===== src/rtl/reg_file_sb.sv =====
// -----------------------------------------------------------------------------
// reg_file_sb
//   Multi-port register file with an integrated scoreboard for the pipelined
//   datapath. Two combinational read ports, two write ports (WP0 = ALU
//   writeback, WP1 = load writeback), one busy bit per register tracking an
//   in-flight producer, and a registered count of busy registers for stall
//   logic. Register 0 reads as zero and is never busy.
//
//   Optional feature macro: RF_BYPASS_EN
//     defined   : same-cycle write-to-read forwarding (WP0 over WP1); a
//                 forwarded read reports not-busy unless a reserve targets
//                 the same register in that cycle.
//     undefined : reads reflect stored state only.
//
// Ports
//   Clock            rising-edge clock
//   Reset            synchronous, active-low
//   RAddr1/RAddr2    read addresses
//   RData1/RData2    read data (combinational)
//   Busy1/Busy2      busy bit of the addressed register (combinational)
//   Wen0/WAddr0/WData0  write port 0 (ALU writeback, wins on address clash)
//   Wen1/WAddr1/WData1  write port 1 (load writeback)
//   Resv/ResvAddr    reserve request: mark ResvAddr busy at the next edge
//   ResvErr          registered 1-cycle pulse: reserve hit a busy register
//   BusyCnt          registered count of set busy bits
// -----------------------------------------------------------------------------
module reg_file_sb #(
  parameter int DSIZE = 16,
  parameter int RSIZE = 4,
  parameter int NREGS = (1 << RSIZE)
) (
  input  logic             Clock,
  input  logic             Reset,
  input  logic [RSIZE-1:0] RAddr1,
  input  logic [RSIZE-1:0] RAddr2,
  output logic [DSIZE-1:0] RData1,
  output logic [DSIZE-1:0] RData2,
  output logic             Busy1,
  output logic             Busy2,
  input  logic             Wen0,
  input  logic [RSIZE-1:0] WAddr0,
  input  logic [DSIZE-1:0] WData0,
  input  logic             Wen1,
  input  logic [RSIZE-1:0] WAddr1,
  input  logic [DSIZE-1:0] WData1,
  input  logic             Resv,
  input  logic [RSIZE-1:0] ResvAddr,
  output logic             ResvErr,
  output logic [RSIZE:0]   BusyCnt
);

  logic [DSIZE-1:0] regs [NREGS];
  logic [NREGS-1:0] busy;
  logic [NREGS-1:0] busy_nxt;
  logic [NREGS-1:0] wclr;
  logic             resv_hit;
  logic             resv_err_nxt;

  function automatic logic [RSIZE:0] popcount(input logic [NREGS-1:0] v);
    logic [RSIZE:0] c;
    c = '0;
    for (int i = 0; i < NREGS; i++) c = c + {{RSIZE{1'b0}}, v[i]};
    return c;
  endfunction

  // Scoreboard next state: writes retire producers, then a reserve installs
  // a new one, so a same-cycle reserve and write leave the bit set.
  always_comb begin
    // NOTE: every always_comb output gets a default first so no path can
    // leave it unassigned and infer a latch.
    wclr = '0;
    if (Wen0 && WAddr0 != '0) wclr[WAddr0] = 1'b1;
    if (Wen1 && WAddr1 != '0) wclr[WAddr1] = 1'b1;

    resv_hit = Resv && (ResvAddr != '0);
    busy_nxt = busy & ~wclr;
    if (resv_hit) busy_nxt[ResvAddr] = 1'b1;
    busy_nxt[0] = 1'b0;

    // Only an error if the producer is still in flight after this edge's writes.
    resv_err_nxt = resv_hit && busy[ResvAddr] && !wclr[ResvAddr];
  end

  always_ff @(posedge Clock) begin
    if (!Reset) begin
      // NOTE: the array is reset explicitly because architectural state must
      // read zero after reset; this forces flops rather than a RAM macro.
      for (int i = 0; i < NREGS; i++) regs[i] <= '0;
      busy    <= '0;
      ResvErr <= 1'b0;
      BusyCnt <= '0;
    end else begin
      // NOTE: non-blocking assignments; the later WP0 update overrides WP1
      // when both target the same register in one cycle.
      if (Wen1 && WAddr1 != '0) regs[WAddr1] <= WData1;
      if (Wen0 && WAddr0 != '0) regs[WAddr0] <= WData0;
      busy    <= busy_nxt;
      ResvErr <= resv_err_nxt;
      BusyCnt <= popcount(busy_nxt);
    end
  end

  // Read ports share one body; index 0 is RAddr1, index 1 is RAddr2.
  logic [1:0][RSIZE-1:0] raddr;
  logic [1:0][DSIZE-1:0] rdata;
  logic [1:0]            rbusy;

  assign raddr = {RAddr2, RAddr1};

  always_comb begin
    rdata = '0;
    rbusy = '0;
    for (int p = 0; p < 2; p++) begin
      if (raddr[p] != '0) begin
        rdata[p] = regs[raddr[p]];
        rbusy[p] = busy[raddr[p]];
`ifdef RF_BYPASS_EN
        // Forwarded data is final unless a new producer claims the register now.
        if (Wen0 && WAddr0 == raddr[p]) begin
          rdata[p] = WData0;
          rbusy[p] = resv_hit && (ResvAddr == raddr[p]);
        end else if (Wen1 && WAddr1 == raddr[p]) begin
          rdata[p] = WData1;
          rbusy[p] = resv_hit && (ResvAddr == raddr[p]);
        end
`endif
      end
    end
  end

  assign RData1 = rdata[0];
  assign RData2 = rdata[1];
  assign Busy1  = rbusy[0];
  assign Busy2  = rbusy[1];

endmodule


===== config.mk =====
export PLATFORM = sky130hd
export DESIGN_NAME = reg_file_sb
export DESIGN_NICKNAME = d
export VERILOG_FILES = /design/src/rtl/reg_file_sb.sv
export SDC_FILE = /design/constraint.sdc
export NUM_CORES = 1
export LEC_CHECK = 0
export ABC_CLOCK_PERIOD_IN_PS = 6100
export BUFFER_PORTS_ARGS = -buffer_cell sky130_fd_sc_hd__buf_4
export CAP_MARGIN = 5
export CORE_ASPECT_RATIO = 1.2
export CORE_MARGIN = 10
export CORE_UTILIZATION = 62
export CTS_CLUSTER_DIAMETER = 50
export CTS_CLUSTER_SIZE = 8
export DETAILED_ROUTE_END_ITERATION = 10
export HOLD_SLACK_MARGIN = 0.06
export PLACE_DENSITY = 0.8
export RECOVER_POWER = 100
export SLEW_MARGIN = 10
export SYNTH_ARGS = -nofsm -noshare
export SYNTH_HDL_FRONTEND = slang
export SYNTH_SLANG_ARGS = --single-unit

===== constraint.sdc =====
create_clock -name Clock -period 6.1 [get_ports Clock]
set_input_delay 0.915 -clock Clock [delete_from_list [all_inputs] [get_ports Clock]]
set_output_delay 0.915 -clock Clock [all_outputs]
set_load 0.005 [all_outputs]

==> run metrics <==
Mean Syn Cell Area 15.3 µm²; Synth Register Bits 276; total negative slack 0 ps; vias after detailed routing 12000; GRT Residual Overflow 0; # DRC 0; dpl cell area 0.0173 mm²; status finished with violations; Final ANT Viol Nets 0; placed cells 1401; Skew-Pair Late Insertion Delay 520 ps; Startpoint Class input port; full die area 0.0332 mm²; critical path, cell by cell clkbuf_1 > inv_1 > clkbuf_1 > nor3_1 > clkbuf_2 > a22o_1; total track usage 32.4%; DR pass1 iterations 5; NumNets Final 1182; Pleak 6.31 nW; Post-synth ARST share 0%; GP Congestion 0.953; CP delay by family, top buffers and inverters; Final HPWL DP 32000 µm; top_reg_cell synth edfxtp_1; failing checks max-capacitance violations, max-slew violations; synthesized area 0.0163 mm²; CTS Sinks 276; min Tclk post-route 5590 ps; # setup viols final 0; Final Total Pwr 5.06 mW; Clock transition at path regs 50 ps; IO Pins 97; Starting Density 63.4%; FP Rows 64; die height 198 µm; HP Class register to register; clk buf depth 3; # port buffers 95; initial antenna violation count 2; worst-path fanout max 37; most frequent cells in the layout 256 x edfxtp_1, 251 x a22o_1, 169 x mux4_2; worst path required time 6490 ps; fin worst setup slack 506 ps; Crit path top cell by count clkbuf_1; Slowest cell on crit path nor3_1; RSZ-0062 raised after global routing no; Cell Count, Final, Fillers Out 1453; Max-slew headroom -152%; actual slew at the worst max-slew pin 3750 ps; Avg WL per Cell 37.6 µm; Buf/Inv on CP 4; pin count of the biggest net entering global routing 72; Power Density 277 mW/mm²; final instance area 0.0183 mm²; Peak VDD IR 0.191 mV; max_cap viols 17; CTS buffer count 40; Final Max Tran Viols 332; number of global-route vias before repair 12300; layout cells sized above 1 31.1%; CTS resizes 0; post-layout util 71.2%; Min Hold Slack 696 ps; EDFF count, synth 256; Warnings, synthesis 0; Seq/Total Area, Yosys 49.6%; Final Cycle Share 91.7%; post-DR vias/cell 8.25; CTS H-Tree Depth 2; core area 0.0257 mm²; CP Capture Type register; CP max stage delay 1280 ps; final WL 54600 µm; fmax 179 MHz; CTS tree built; worst path arrival time 5990 ps; Post-CTS Hold Buffers 0; Die Span X 168 µm; Post-CTS Setup Inserts 0; Hold Violations, Final 0; commonest non-fill, non-tap cell in the layout edfxtp_1; fill count 1625; first-pass GRT wire length 80300 µm; Root Driver clkbuf_16; post-synthesis cell count 1065; clock skew 6.26 ps; drt initial violations 1715; DP Worst Slack 657 ps; Area growth syn-to-layout 12.2%; Unique masters post-synth 52; critical path type input port to register
-- report_power, final --
| part | switching, mW | leakage (nW) | total [mW] | internal, mW |
|---|---|---|---|---|
| Clock | 0.789 | 0.546 | 2.05 | 1.26 |
| Sequential | 0.0665 | 2.64 | 2.28 | 2.21 |
| Combinational | 0.385 | 3.13 | 0.732 | 0.347 |
-- flip-flops by register name, indices dropped and copies added, names as in the netlist --
signal and cells:
BusyCnt 4, regs 256, ResvErr 1, busy 15
-- cell type report --
cell class	instances	area [µm²]	share of cell area [%]
antenna	2	5.00	0.0274
inverter	10	37.5	0.205
clock inverter	2	46.3	0.253
timing repair buffer	116	828	4.53
clock buffer	48	1070	5.87
sequential	276	8090	44.2
tap	330	413	2.26
multi-input combinational	669	7810	42.7
-- layer usage --
| layer | track usage [%] | share of wire [%] | up-vias |
|---|---|---|---|
| met2 | 51.6 | 48 | 1196 |
| li1 | - | - | 4597 |
| met1 | 38.0 | 30 | 5864 |
| met3 | 8.50 | 14 | 323 |
| met5 | 0 | 0 | - |
| met4 | 22.0 | 8.0 | 0 |
-- kinds of logic (layout without fill, tap and decap cells) --
kind of cell             after synthesis  count (layout)  share of synthesized area, %
AND/OR/NAND/NOR                      168             168                          6.01
flip-flops                           276             276                          49.6
buffers and inverters                136             176                          3.79
adder cells (fa/ha/maj)               12              12                          1.38
AO/OA/AOI/OAI                        294             294                          15.3
XOR/XNOR                               3               3                         0.161
multiplexers                         175             175                          23.8
other                                  1              19                        0.0230
-- path summary, 6_finish.rpt --
path,start,endpoint,slack (ps),depth (start not counted)
max,Reset,regs[3][1],510,6
min,busy[3],busy[3],700,2
max reg2reg,busy[10],BusyCnt[1],2300,10
min reg2reg,busy[3],busy[3],700,2
-- worst register-to-register path: cells and delay by family (launching register included) --
family / cells / cell delay (ps)
adder cells (fa/ha/maj): 6 / 2770
buffers and inverters: 2 / 150
AO/OA/AOI/OAI: 1 / 270
flip-flops: 1 / 340
AND/OR/NAND/NOR: 1 / 160
-- cells in the mapped netlist (20+ instances only) --
| master | count | area, µm² |
|---|---|---|
| a22o_1 | 251 | 2200 |
| buf_2 | 44 | 220 |
| clkbuf_1 | 66 | 248 |
| dfxtp_1 | 20 | 400 |
| edfxtp_1 | 256 | 7690 |
| mux4_2 | 169 | 3810 |
| nand2_1 | 27 | 101 |
| nor2_1 | 23 | 86.3 |
| nor2b_1 | 35 | 219 |
| nor3_1 | 24 | 120 |
No activity file was read; power rests on OpenSTA's default activity.
